<file path="src/rtl/debug_uart_tx.sv">
// Debug snapshot transmitter: captures seven debug ports and sends them as a
// 9-byte 8N1 UART frame (sync 0xA5, ports 1..7, XOR checksum of the ports).
module debug_uart_tx #(
    parameter int CLKS_PER_BIT = 16,
    parameter bit AUTO         = 1'b0
) (
    input  logic       clk,
    input  logic       nreset,
    input  logic       trigger,
    input  logic [7:0] debug_port1,
    input  logic [7:0] debug_port2,
    input  logic [7:0] debug_port3,
    input  logic [7:0] debug_port4,
    input  logic [7:0] debug_port5,
    input  logic [7:0] debug_port6,
    input  logic [7:0] debug_port7,
    output logic       tx,
    output logic       busy,
    output logic       frame_done,
    output logic       overrun,
    output logic [2:0] dbg_state
);

    localparam int CW = (CLKS_PER_BIT > 1) ? $clog2(CLKS_PER_BIT) : 1;
    localparam logic [CW-1:0] CNT_LAST = CW'(CLKS_PER_BIT - 1);
    localparam logic [7:0] SYNC_BYTE = 8'hA5;

    typedef enum logic [2:0] {
        S_IDLE  = 3'd0,
        S_START = 3'd1,
        S_DATA  = 3'd2,
        S_STOP  = 3'd3,
        S_DONE  = 3'd4
    } state_t;

    state_t          state_q, state_d;
    logic [CW-1:0]   cnt_q, cnt_d;
    logic [2:0]      bit_q, bit_d;
    logic [3:0]      byte_q, byte_d;
    logic [6:0][7:0] snap_q, snap_d;
    logic            overrun_q, overrun_d;

    logic            accept;
    logic            in_frame;
    logic            bit_end;
    logic [7:0]      checksum;
    logic [7:0]      cur_byte;
    logic [2:0]      snap_idx;

    always_comb begin
        checksum = 8'h00;
        for (int i = 0; i < 7; i++) begin
            checksum = checksum ^ snap_q[i];
        end
    end

    // Byte 0 is the sync byte, 1..7 the snapshot, 8 the checksum.
    always_comb begin
        snap_idx = 3'(byte_q - 4'd1);
        cur_byte = SYNC_BYTE;
        if (byte_q == 4'd8) begin
            cur_byte = checksum;
        end else if (byte_q != 4'd0) begin
            cur_byte = snap_q[snap_idx];
        end
    end

    assign in_frame = (state_q == S_START) || (state_q == S_DATA) || (state_q == S_STOP);
    assign accept   = ((state_q == S_IDLE) || (state_q == S_DONE)) && (AUTO || trigger);
    assign bit_end  = (cnt_q == CNT_LAST);

    always_comb begin
        state_d   = state_q;
        cnt_d     = cnt_q;
        bit_d     = bit_q;
        byte_d    = byte_q;
        snap_d    = snap_q;
        overrun_d = overrun_q;

        if (!AUTO && trigger && in_frame) begin
            overrun_d = 1'b1;
        end

        case (state_q)
            S_IDLE, S_DONE: begin
                if (accept) begin
                    state_d = S_START;
                    cnt_d   = '0;
                    bit_d   = 3'd0;
                    byte_d  = 4'd0;
                    snap_d  = {debug_port7, debug_port6, debug_port5, debug_port4,
                               debug_port3, debug_port2, debug_port1};
                end else begin
                    state_d = S_IDLE;
                end
            end
            S_START: begin
                if (bit_end) begin
                    cnt_d   = '0;
                    bit_d   = 3'd0;
                    state_d = S_DATA;
                end else begin
                    cnt_d = cnt_q + CW'(1);
                end
            end
            S_DATA: begin
                if (bit_end) begin
                    cnt_d = '0;
                    if (bit_q == 3'd7) begin
                        bit_d   = 3'd0;
                        state_d = S_STOP;
                    end else begin
                        bit_d = bit_q + 3'd1;
                    end
                end else begin
                    cnt_d = cnt_q + CW'(1);
                end
            end
            S_STOP: begin
                if (bit_end) begin
                    cnt_d = '0;
                    // The byte index holds at 8 through DONE; a new frame reloads it.
                    if (byte_q == 4'd8) begin
                        state_d = S_DONE;
                    end else begin
                        byte_d  = byte_q + 4'd1;
                        state_d = S_START;
                    end
                end else begin
                    cnt_d = cnt_q + CW'(1);
                end
            end
            default: begin
                state_d = S_IDLE;
            end
        endcase
    end

    always_ff @(posedge clk) begin
        if (nreset) begin
            state_q   <= S_IDLE;
            cnt_q     <= '0;
            bit_q     <= 3'd0;
            byte_q    <= 4'd0;
            snap_q    <= '0;
            overrun_q <= 1'b0;
        end else begin
            state_q   <= state_d;
            cnt_q     <= cnt_d;
            bit_q     <= bit_d;
            byte_q    <= byte_d;
            snap_q    <= snap_d;
            overrun_q <= overrun_d;
        end
    end

    always_comb begin
        tx = 1'b1;
        case (state_q)
            S_START: tx = 1'b0;
            S_DATA:  tx = cur_byte[bit_q];
            default: tx = 1'b1;
        endcase
    end

    assign busy       = in_frame;
    assign frame_done = (state_q == S_DONE);
    assign overrun    = overrun_q;
    assign dbg_state  = state_q;

endmodule

</file>
<file path="config.mk">
export PLATFORM = sky130hd
export DESIGN_NAME = debug_uart_tx
export DESIGN_NICKNAME = d
export VERILOG_FILES = /design/src/rtl/debug_uart_tx.sv
export SDC_FILE = /design/constraint.sdc
export NUM_CORES = 1
export LEC_CHECK = 0
export ABC_AREA = 1
export CORE_MARGIN = 3
export CORE_UTILIZATION = 44
export DETAILED_ROUTE_END_ITERATION = 6
export DONT_BUFFER_PORTS = 1
export RECOVER_POWER = 25
export REMOVE_ABC_BUFFERS = 1
export SYNTH_ARGS = -nofsm -noshare
export SYNTH_HDL_FRONTEND = slang
export SYNTH_SLANG_ARGS = --single-unit
</file>
<file path="constraint.sdc">
create_clock -name clk -period 2.57 [get_ports clk]
set_clock_uncertainty 0.2 [all_clocks]
set_input_delay 0.257 -clock clk [delete_from_list [all_inputs] [get_ports clk]]
set_output_delay 0.257 -clock clk [all_outputs]
set_load 0.05 [all_outputs]
</file>
==> reports/metrics.csv <==
metric,value,unit
Syn Inst Count,645,
share of the synthesized area in the top cell type,34.5,%
n_diodes,0,
die area,10500,um^2
Post-DP HPWL,7390,um
Yosys warning count,0,
Hold Fails Final Rpt,0,
met2 track demand over resource,38.0,%
largest family of logic cells by synthesized area,simple AND/OR/NAND/NOR gates,
CTS H-tree lvls,3,
CP Data Arrival Time,2.18,ns
Starting DRT DRC Count,164,
type of origin of the critical path,register,
number of primary I/O pins,66,
Post-Synth Adder-Cell Area,1.82,%
Die Y,103,um
clk slew on worst S/H paths,0.07,ns
PnR worst setup slack,-0.0705,ns
number of nets with antenna violations after routing,0,
number of nets in the layout,777,
internal power,3010,uW
clock tree from TritonCTS,built,
multiplexer share of the synthesized area,0,%
biggest area consumer among synthesized cells,sky130_fd_sc_hd__dfxtp_1,
fraction of power consumed by sequential logic,31.1,%
crit end category,primary output,
transition time at the pin with the least slew margin,0.863,ns
most heavily used metal layer in global routing,met2,
global-route wire length before repair,17900,um
final count of pins violating max slew,0,
mean instance size in the synthesized netlist,6.38,um^2
number of global-route vias before repair,3981,
gpl congestion,0.821,
global routing met1 resource utilization,25.3,%
highest fanout seen on the critical path,8,
Clk pwr share,15.5,%
Row Count,34,
initial antenna violation count,0,
worst-case hold slack,0.134,ns
fraction of the mapped netlist area in simple logic gates,32.1,%
Finished Layout Cells,824,
Core Region,8890,um^2
number of buffer cells added on primary ports,0,
slack of the worst reg-to-reg path,0.19,ns
largest cells by area after synthesis,"sky130_fd_sc_hd__dfxtp_1, sky130_fd_sc_hd__nand2_1, sky130_fd_sc_hd__o21ai_0",
number of clock sinks,71,
vias per cell,5.12,
fraction of the mapped netlist area in compound gates,18.7,%
die width,103,um
class of the most critical hold timing path,input port to register,
P per Cell Area,1070,nW/um^2
share of the synthesized netlist area taken by xor and xnor gates,4.23,%
Tcrit/Tclk final,103,%
cts bufs inserted,9,
register bit count reported by yosys,71,
area grow syn2layout,25.5,%
part of the total power dissipated in combinational logic,53.4,%
violated checks,setup timing,
total DRC errors in the routed layout,0,
status,finished with violations,
Vias,4221,
final critical-path required period,2.64,ns
kind of critical path,register to primary output,
starting density of the core,46.3,%
maximum clock insertion buffer count,2,
final-layout fill cell count,848,
switching fraction of total power,45.7,%
buffer cell driving the clock tree root,sky130_fd_sc_hd__clkbuf_8,
global-route total usage across every layer,21.2,%
latest clock arrival within the worst-skew pair,0.34,ns
unique cell type count in the Yosys netlist,33,
total leakage power,0.00224,uW
largest net degree at the start of global routing,58,
Power Total,5550,uW
total routed wirelength,10700,um
unrepaired setup endpoints after global routing,yes,
synthesized cell area,4110,um^2
first-pass iteration count of the detailed router,4,
"number of placed instances, taps included",747,
per-cell routed wire length,13.0,um
global-route met3 utilization,4.74,%
VDD IR max,0.545,mV
relative slew slack,42.5,%
Setup-failing EPs final,1,
share of final-layout standard cells stronger than drive strength 1,8.10,%
FMAX,379,MHz
required time of the critical path,2.11,ns
count of max-cap constraint violations,0,
Psw,2540,uW
sequential-to-total area share from yosys stat,34.5,%
overflow left after global routing,0,
==> flip-flops by register name, summed over array words and instances (netlist names) <==
| register | count |
|---|---|
| bit_q | 3 |
| snap_q | 56 |
| dbg_state | 3 |
| byte_q | 4 |
| cnt_q | 4 |
| overrun | 1 |
==> cell usage in the layout (no fill, tap or decap), drive strengths merged, types with 8 or more instances in the layout <==
cell type      n
a211oi         8
o21ai         80
xnor2         11
nand2        160
inv           62
a21oi         57
buf           18
dfxtp         71
nand3         54
clkbuf        14
nor2          85
dlygate4sd3   58
xor2           8
==> synthesized netlist by cell type (all sizes together) <==
cell	instances
a211oi	8
nand2b	1
nand4	4
xnor2	11
nand3b	6
dfxtp	71
clkbuf	18
nand3	54
ha	6
xor2	8
a31oi	1
nor2	85
a21oi	57
nand2	160
nor3	4
o211ai	1
clkinv	1
inv	62
buf	7
o21ai	80
==> cells by family (layout without fill, tap and decap cells) <==
kind of cell,after synthesis,after routing
buffers and inverters,88,159
adders and majority gates,6,6
xor gates and xnor gates,19,19
DFF,71,71
and+or+nand+nor,314,314
AOI/OAI and AO/OA,147,147
==> worst max-delay path, cell delays in order (launching register included) <==
cell	delay [ns]
sky130_fd_sc_hd__dfxtp_2	0.34
sky130_fd_sc_hd__inv_2	0.06
sky130_fd_sc_hd__ha_4	0.28
sky130_fd_sc_hd__nor2_4	0.23
sky130_fd_sc_hd__nand2_1	0.08
sky130_fd_sc_hd__nand2_1	0.08
sky130_fd_sc_hd__nand2_1	0.05
sky130_fd_sc_hd__nand3_1	0.06
sky130_fd_sc_hd__nand2_1	0.07
sky130_fd_sc_hd__nand3_2	0.06
sky130_fd_sc_hd__nand2_1	0.05
sky130_fd_sc_hd__inv_1	0.05
sky130_fd_sc_hd__nand2_1	0.04
sky130_fd_sc_hd__nand3_1	0.08
sky130_fd_sc_hd__nand3_2	0.08
sky130_fd_sc_hd__nand2_2	0.09
sky130_fd_sc_hd__buf_12	0.13
==> path summary, 6_finish.rpt <==
| check | start | end | depth (start not counted) |
|---|---|---|---|
| max | byte_q[1] | tx | 16 |
| min | trigger | bit_q[0] | 4 |
| max reg2reg | dbg_state[0] | byte_q[3] | 10 |
| min reg2reg | cnt_q[3] | cnt_q[3] | 2 |
==> metrics by stage <==
step	area, um^2	TNS [ns]	utilization (%)	setup slack, ns
after floorplan	4000	-11.70	-	-0.714
after global placement	4290	0	48.2	0.110
after detailed placement	4290	0	48.2	0.0524
after CTS	5180	-0.0561	58.2	-0.0561
after global routing	5160	-0.316	58.0	-0.239
final	5160	-0.0705	58.0	-0.0705
==> power by group through the flow <==
| stage | Sequential, uW | Clock, uW | Combinational, uW |
|---|---|---|---|
| floorplan | 1740 | 0 | 1990 |
| global placement | 1740 | 0 | 2640 |
| detailed placement | 1740 | 0 | 2710 |
| CTS | 1730 | 888 | 2980 |
| global route | 1770 | 933 | 3370 |
| finish | 1730 | 860 | 2960 |
==> layout make-up <==
cell class	instances	area (um^2)	area share, %
inverter	63	241	4.68
multi-input combinational	486	2390	46.4
clock buffer	9	124	2.40
sequential	71	1420	27.6
tap	108	135	2.62
timing repair buffer	81	782	15.2
clock inverter	6	62.6	1.21
==> per-layer routing <==
metal	wire [um]	part of all wire, %	up-vias
li1	-	-	2242
met1	4950	46	1892
met2	5210	49	75
met3	376	3.5	12
met4	159	1.5	0
met5	0	0	-
==> what timing repair did <==
action / in CTS / in global routing
setup endpoints to repair: 1 / 1
pin swaps: 11 / 0
hold endpoints to repair: 70 / 0
gates cloned: 1 / 0
hold buffers: 58 / 0
resized for setup: 28 / 0
setup buffers: 3 / 0
(Power assumes the default switching activity.)
